### src/rtl/nibble_serial_addsub_ctrl_if.sv
// Request/response bundle for the nibble-serial add/subtract controller.
// The requester owns the request side and out_ready; the controller owns the rest.
interface nibble_serial_addsub_ctrl_if #(
   parameter int NIBBLES = 4
);
   localparam int W = 4 * NIBBLES;

   logic         in_valid;
   logic         in_ready;
   logic [W-1:0] a;
   logic [W-1:0] b;
   logic         sub;
   logic         out_valid;
   logic         out_ready;
   logic [W-1:0] result;
   logic         cout;
   logic         ovf;

   modport master (
      output in_valid, a, b, sub, out_ready,
      input  in_ready, out_valid, result, cout, ovf
   );

   modport slave (
      input  in_valid, a, b, sub, out_ready,
      output in_ready, out_valid, result, cout, ovf
   );
endinterface

### src/rtl/nibble_serial_addsub_ctrl.sv
// Wide add/subtract computed on one shared 4-bit slice, one nibble per clock,
// least-significant nibble first, behind a valid/ready request and result handshake.
module nibble_serial_addsub_ctrl #(
   parameter int NIBBLES = 4
) (
   input logic                        clk,
   input logic                        rst_n,
   nibble_serial_addsub_ctrl_if.slave bus
);
   localparam int W  = 4 * NIBBLES;
   localparam int IW = (NIBBLES > 1) ? $clog2(NIBBLES) : 1;
   localparam logic [IW-1:0] LAST_IDX = IW'(NIBBLES - 1);

   typedef enum logic [1:0] {IDLE, RUN, DONE} state_t;

   state_t        state;
   logic          armed;
   logic [W-1:0]  op_a;
   logic [W-1:0]  op_b;
   logic          op_sub;
   logic          carry;
   logic [IW-1:0] idx;
   logic [W-1:0]  result_q;
   logic          cout_q;
   logic          ovf_q;
   logic          out_valid_q;

   logic [3:0]    x;
   logic [3:0]    y;
   logic          s0, s1, s2, s3;
   logic          c1, c2, c3, c4;
   logic          in_ready_w;

   function automatic logic [1:0] full_adder(input logic xi, input logic yi, input logic ci);
      return {(xi & yi) | (ci & (xi ^ yi)), xi ^ yi ^ ci};
   endfunction

   // Operands shift right each RUN cycle, so the current nibble is always at bits [3:0].
   assign x = op_a[3:0];
   assign y = op_b[3:0] ^ {4{op_sub}};

   assign {c1, s0} = full_adder(x[0], y[0], carry);
   assign {c2, s1} = full_adder(x[1], y[1], c1);
   assign {c3, s2} = full_adder(x[2], y[2], c2);
   assign {c4, s3} = full_adder(x[3], y[3], c3);

   // armed holds in_ready low while reset is asserted even though the state is already IDLE.
   assign in_ready_w    = (state == IDLE) && armed;
   assign bus.in_ready  = in_ready_w;
   assign bus.out_valid = out_valid_q;
   assign bus.result    = result_q;
   assign bus.cout      = cout_q;
   assign bus.ovf       = ovf_q;

   always_ff @(posedge clk) begin
      if (!rst_n) begin
         state       <= IDLE;
         armed       <= 1'b0;
         op_a        <= '0;
         op_b        <= '0;
         op_sub      <= 1'b0;
         carry       <= 1'b0;
         idx         <= '0;
         result_q    <= '0;
         cout_q      <= 1'b0;
         ovf_q       <= 1'b0;
         out_valid_q <= 1'b0;
      end else begin
         armed <= 1'b1;
         case (state)
            IDLE: begin
               if (bus.in_valid && in_ready_w) begin
                  op_a     <= bus.a;
                  op_b     <= bus.b;
                  op_sub   <= bus.sub;
                  carry    <= bus.sub;
                  idx      <= '0;
                  result_q <= '0;
                  state    <= RUN;
               end
            end
            RUN: begin
               for (int n = 0; n < NIBBLES; n++) begin
                  if (idx == IW'(n)) begin
                     result_q[4*n +: 4] <= {s3, s2, s1, s0};
                  end
               end
               op_a  <= op_a >> 4;
               op_b  <= op_b >> 4;
               carry <= c4;
               // Overflow is the disagreement between carry into and out of the sign bit.
               if (idx == LAST_IDX) begin
                  cout_q      <= c4;
                  ovf_q       <= c3 ^ c4;
                  out_valid_q <= 1'b1;
                  state       <= DONE;
               end else begin
                  idx <= idx + IW'(1);
               end
            end
            DONE: begin
               if (bus.out_ready) begin
                  out_valid_q <= 1'b0;
                  state       <= IDLE;
               end
            end
            default: state <= IDLE;
         endcase
      end
   end
endmodule

### src/flat_wrapper.sv
// flat-port wrapper written by rule: the top's interface ports become plain ports
module nibble_serial_addsub_ctrl_flat 
#(
   parameter int NIBBLES = 4
)
  (clk, rst_n, bus_in_valid, bus_a, bus_b, bus_sub, bus_out_ready, bus_in_ready, bus_out_valid, bus_result, bus_cout, bus_ovf);
  nibble_serial_addsub_ctrl_if #(.NIBBLES(NIBBLES)) bus_i ();
  input logic clk;
  input logic rst_n;
  input wire logic [$bits(bus_i.in_valid)-1:0] bus_in_valid;
  input wire logic [$bits(bus_i.a)-1:0] bus_a;
  input wire logic [$bits(bus_i.b)-1:0] bus_b;
  input wire logic [$bits(bus_i.sub)-1:0] bus_sub;
  input wire logic [$bits(bus_i.out_ready)-1:0] bus_out_ready;
  output wire logic [$bits(bus_i.in_ready)-1:0] bus_in_ready;
  output wire logic [$bits(bus_i.out_valid)-1:0] bus_out_valid;
  output wire logic [$bits(bus_i.result)-1:0] bus_result;
  output wire logic [$bits(bus_i.cout)-1:0] bus_cout;
  output wire logic [$bits(bus_i.ovf)-1:0] bus_ovf;
  assign bus_i.in_valid = bus_in_valid;
  assign bus_i.a = bus_a;
  assign bus_i.b = bus_b;
  assign bus_i.sub = bus_sub;
  assign bus_i.out_ready = bus_out_ready;
  assign bus_in_ready = bus_i.in_ready;
  assign bus_out_valid = bus_i.out_valid;
  assign bus_result = bus_i.result;
  assign bus_cout = bus_i.cout;
  assign bus_ovf = bus_i.ovf;
  nibble_serial_addsub_ctrl #(.NIBBLES(NIBBLES)) u_core (.clk(clk), .rst_n(rst_n), .bus(bus_i));
endmodule
### config.mk
export PLATFORM = sky130hd
export DESIGN_NAME = nibble_serial_addsub_ctrl_flat
export DESIGN_NICKNAME = d
export VERILOG_FILES = /design/src/rtl/nibble_serial_addsub_ctrl_if.sv /design/src/rtl/nibble_serial_addsub_ctrl.sv /design/src/flat_wrapper.sv
export SDC_FILE = /design/constraint.sdc
export NUM_CORES = 1
export LEC_CHECK = 0
export CORE_MARGIN = 4
export CORE_UTILIZATION = 32
export CTS_CLUSTER_SIZE = 25
export DETAILED_ROUTE_END_ITERATION = 10
export HOLD_SLACK_MARGIN = 0.12
export SLEW_MARGIN = 20
export SYNTH_ARGS = -nofsm -noshare
export SYNTH_HDL_FRONTEND = slang
export SYNTH_SLANG_ARGS = --single-unit
### constraint.sdc
create_clock -name clk -period 3.42 [get_ports clk]
set_input_delay 0.513 -clock clk [delete_from_list [all_inputs] [get_ports clk]]
set_output_delay 0.513 -clock clk [all_outputs]
set_load 0.03 [all_outputs]
==> results.yml <==
drt:
  drt_iter0_drc: 59
  vias: 2129
  ant_nets: 0
  viasPerCell: 4.96
  routed_wl_mm: 6.21
  post_drt_wl_per_cell_um: 14.5
  first_pass_iters: 4
  drcViolationCount: 0
critical_path:
  start_kind: "flop"
  cp.arrival_ps: 2710
  cp_max_fo: 5
  end_kind: "flop"
  crit_type: "flop to flop"
  worst_ep_required_time_ps: 3630
place:
  portBuffers: 56
  hpwl_mm: 4.24
  gp_congestion: 0.730
sta:
  slew_headroom: 0.484
  maxSlewViolCount: 0
  finalHoldViolations: 0
  finalSetupTns_ps: 0
  tightest_slew_ps: 769
  setup_violations: 0
  hold_ws_ps: 455
  rsz0062_at_grt: "false"
  clock_skew_ps: 7.64
  min_period_over_period: 0.731
  fmax_mhz: 400
  finalCriticalPeriod_ps: 2500
cts:
  cts_hold_buf: 0
  ctsResizeCount: 0
  clkTransAtPathRegs_ps: 70
  clkLatencyLatePin_ps: 330
  cts_made_buffers: 9
  clock_sinks: 58
  cts-htree-levels: 3
  cts_tree: "done"
  cts.path.max_buffers: 2
  cts_setup_buffers: 0
  cts_root_buf: "clkbuf_8"
finish:
  final_common_cell: "dfxtp_1"
  nNetsFinal: 364
  fillers: 820
  drive_gt1_frac: 0.136
  diodes: 0
  layout_common_cells: "dfxtp_1, clkdlybuf4s50_1, nand2_1"
  area_growth_pct: 27.9
  fin_util: 0.421
pwr:
  fin_total_pwr_uw: 1650
  internal_power_uw: 1200
  vdd_drop_max_mv: 0.236
  p_leak_uw: 0.00135
  switching_share: 0.275
  p_sw_uw: 455
  p_clk_frac: 0.388
  cellPowerDensity_nw_per_um2: 478
  combPwrFrac: 0.163
  p_seq_frac: 0.449
floorplanning:
  fp.dieH_um: 99.9
  die_area_sq_um: 9980
  core.rowCount: 33
  start_util: 0.329
  io_pins: 57
  design.core.area_sq_um: 8220
  die_w_um: 99.9
flow_run:
  max-cap-violations: 0
yosys:
  synthArstFlopShare: 0
  synth-main-ff-cell: "dfxtp_1"
  synth-compound-area-share: 0.225
  ys_warn_count: 0
  synth_seq_cells: 58
  synth_cell_types: 38
  synth_edf_count: 0
  ys_seq_area_frac: 0.430
  syn-mean-instance-area_sq_um: 10.0
  synthMuxAreaShare: 0.0963
  synthAdderAreaFrac: 0.0481
  syn_nets: 315
  synthSimpleGateAreaFrac: 0.113
  synthCells: 270
  syn_area_sq_um: 2700
  synth_top_family_by_area: "compound AO/OA/AOI/OAI gates"
  synth_xor_area_frac: 0.0162
min_path:
  hp-class: "flop to flop"
global_route:
  grt_overflow: 0
  grtUsageTotal: 0.131
  grt_max_degree: 30
  antenna_found_initial: 0
  grt_first_pass_wirelength_mm: 10.3
  grt_pass1_vias: 2153
status:
  run_status: "finished clean"
[registers in the layout, summed over array words and instances (netlist names)]
name                  count
u_core.armed              1
u_core.bus.cout           1
u_core.bus.out_valid      1
u_core.bus.ovf            1
u_core.bus.result        16
u_core.carry              1
u_core.idx                2
u_core.op_a              16
u_core.op_b              16
u_core.op_sub             1
u_core.state              2
[worst max-delay path, stage by stage (launching register included)]
cell and delay, ps:
dfxtp_1 450, xor2_1 200, fa_1 190, inv_1 50, fa_1 380, fa_1 410, inv_1 80, fa_1 400
nand2_1 130, o22ai_1 100
[Yosys cell counts (all sizes together) (3+ instances only)]
master | number | area share
ha | 4 | 0.019
fa | 4 | 0.030
nand2 | 43 | 0.060
nand3b | 4 | 0.012
nor2 | 3 | 0.0042
o22ai | 16 | 0.037
mux2i | 26 | 0.096
dfxtp | 58 | 0.43
a21oi | 35 | 0.065
inv | 8 | 0.011
a211oi | 24 | 0.10
xnor2 | 3 | 0.0097
nand2b | 4 | 0.012
clkbuf | 7 | 0.0097
buf | 14 | 0.051
[area by class of cell]
type	count	area (sq um)	share of cell area
well taps	105	131	0.0380
flip-flops and latches	58	1160	0.336
clock inverters	6	66.3	0.0192
clock buffers	10	138	0.0398
repair buffers	59	583	0.169
multi-input cells	183	1350	0.390
inverters	8	30.0	0.00869
[per-layer routing]
metal | vias to the layer above | track usage | share of wire
met3 | 6 | 0.0563 | 0.070
met4 | 0 | 0.0347 | 0.0064
met2 | 65 | 0.212 | 0.47
met1 | 1000 | 0.160 | 0.45
met5 | - | 0 | 0
li1 | 1058 | - | -
[worst paths after layout]
path,start,to,slack (ps),cells after the start
hold / removal,u_core.op_a[12],u_core.op_a[12],450,2
setup reg to reg,u_core.op_sub,u_core.bus.result[15],920,9
hold reg to reg,u_core.op_a[12],u_core.op_a[12],450,2
setup / recovery,u_core.op_sub,u_core.bus.result[15],920,9
[logic make-up after synthesis]
logic type                 count (synthesis)
AOI/OAI and AO/OA                         81
xor gates and xnor gates                   5
adders and majority gates                  8
buffers and inverters                     29
DFF                                       58
muxes                                     26
and+or+nand+nor                           63
[power groups by stage]
stage / logic [uW] / clock network [uW] / registers (uW)
2_1_floorplan: 194 / 0 / 757
3_3_place_gp: 267 / 0 / 757
3_5_place_dp: 269 / 0 / 758
4_1_cts: 272 / 659 / 743
5_1_grt: 297 / 691 / 748
6_report: 269 / 641 / 742
[through the flow]
| stage | area, sq um | setup WS (ps) | std cells |
|---|---|---|---|
| after floorplan | 2700 | 951 | 270 |
| after global placement | 3250 | 961 | 413 |
| after detailed placement | 3250 | 915 | 413 |
| after CTS | 3460 | 908 | 429 |
| after global routing | 3460 | 704 | 429 |
| final | 3460 | 919 | 429 |
Note: power is estimated with default switching activity, not from simulation.
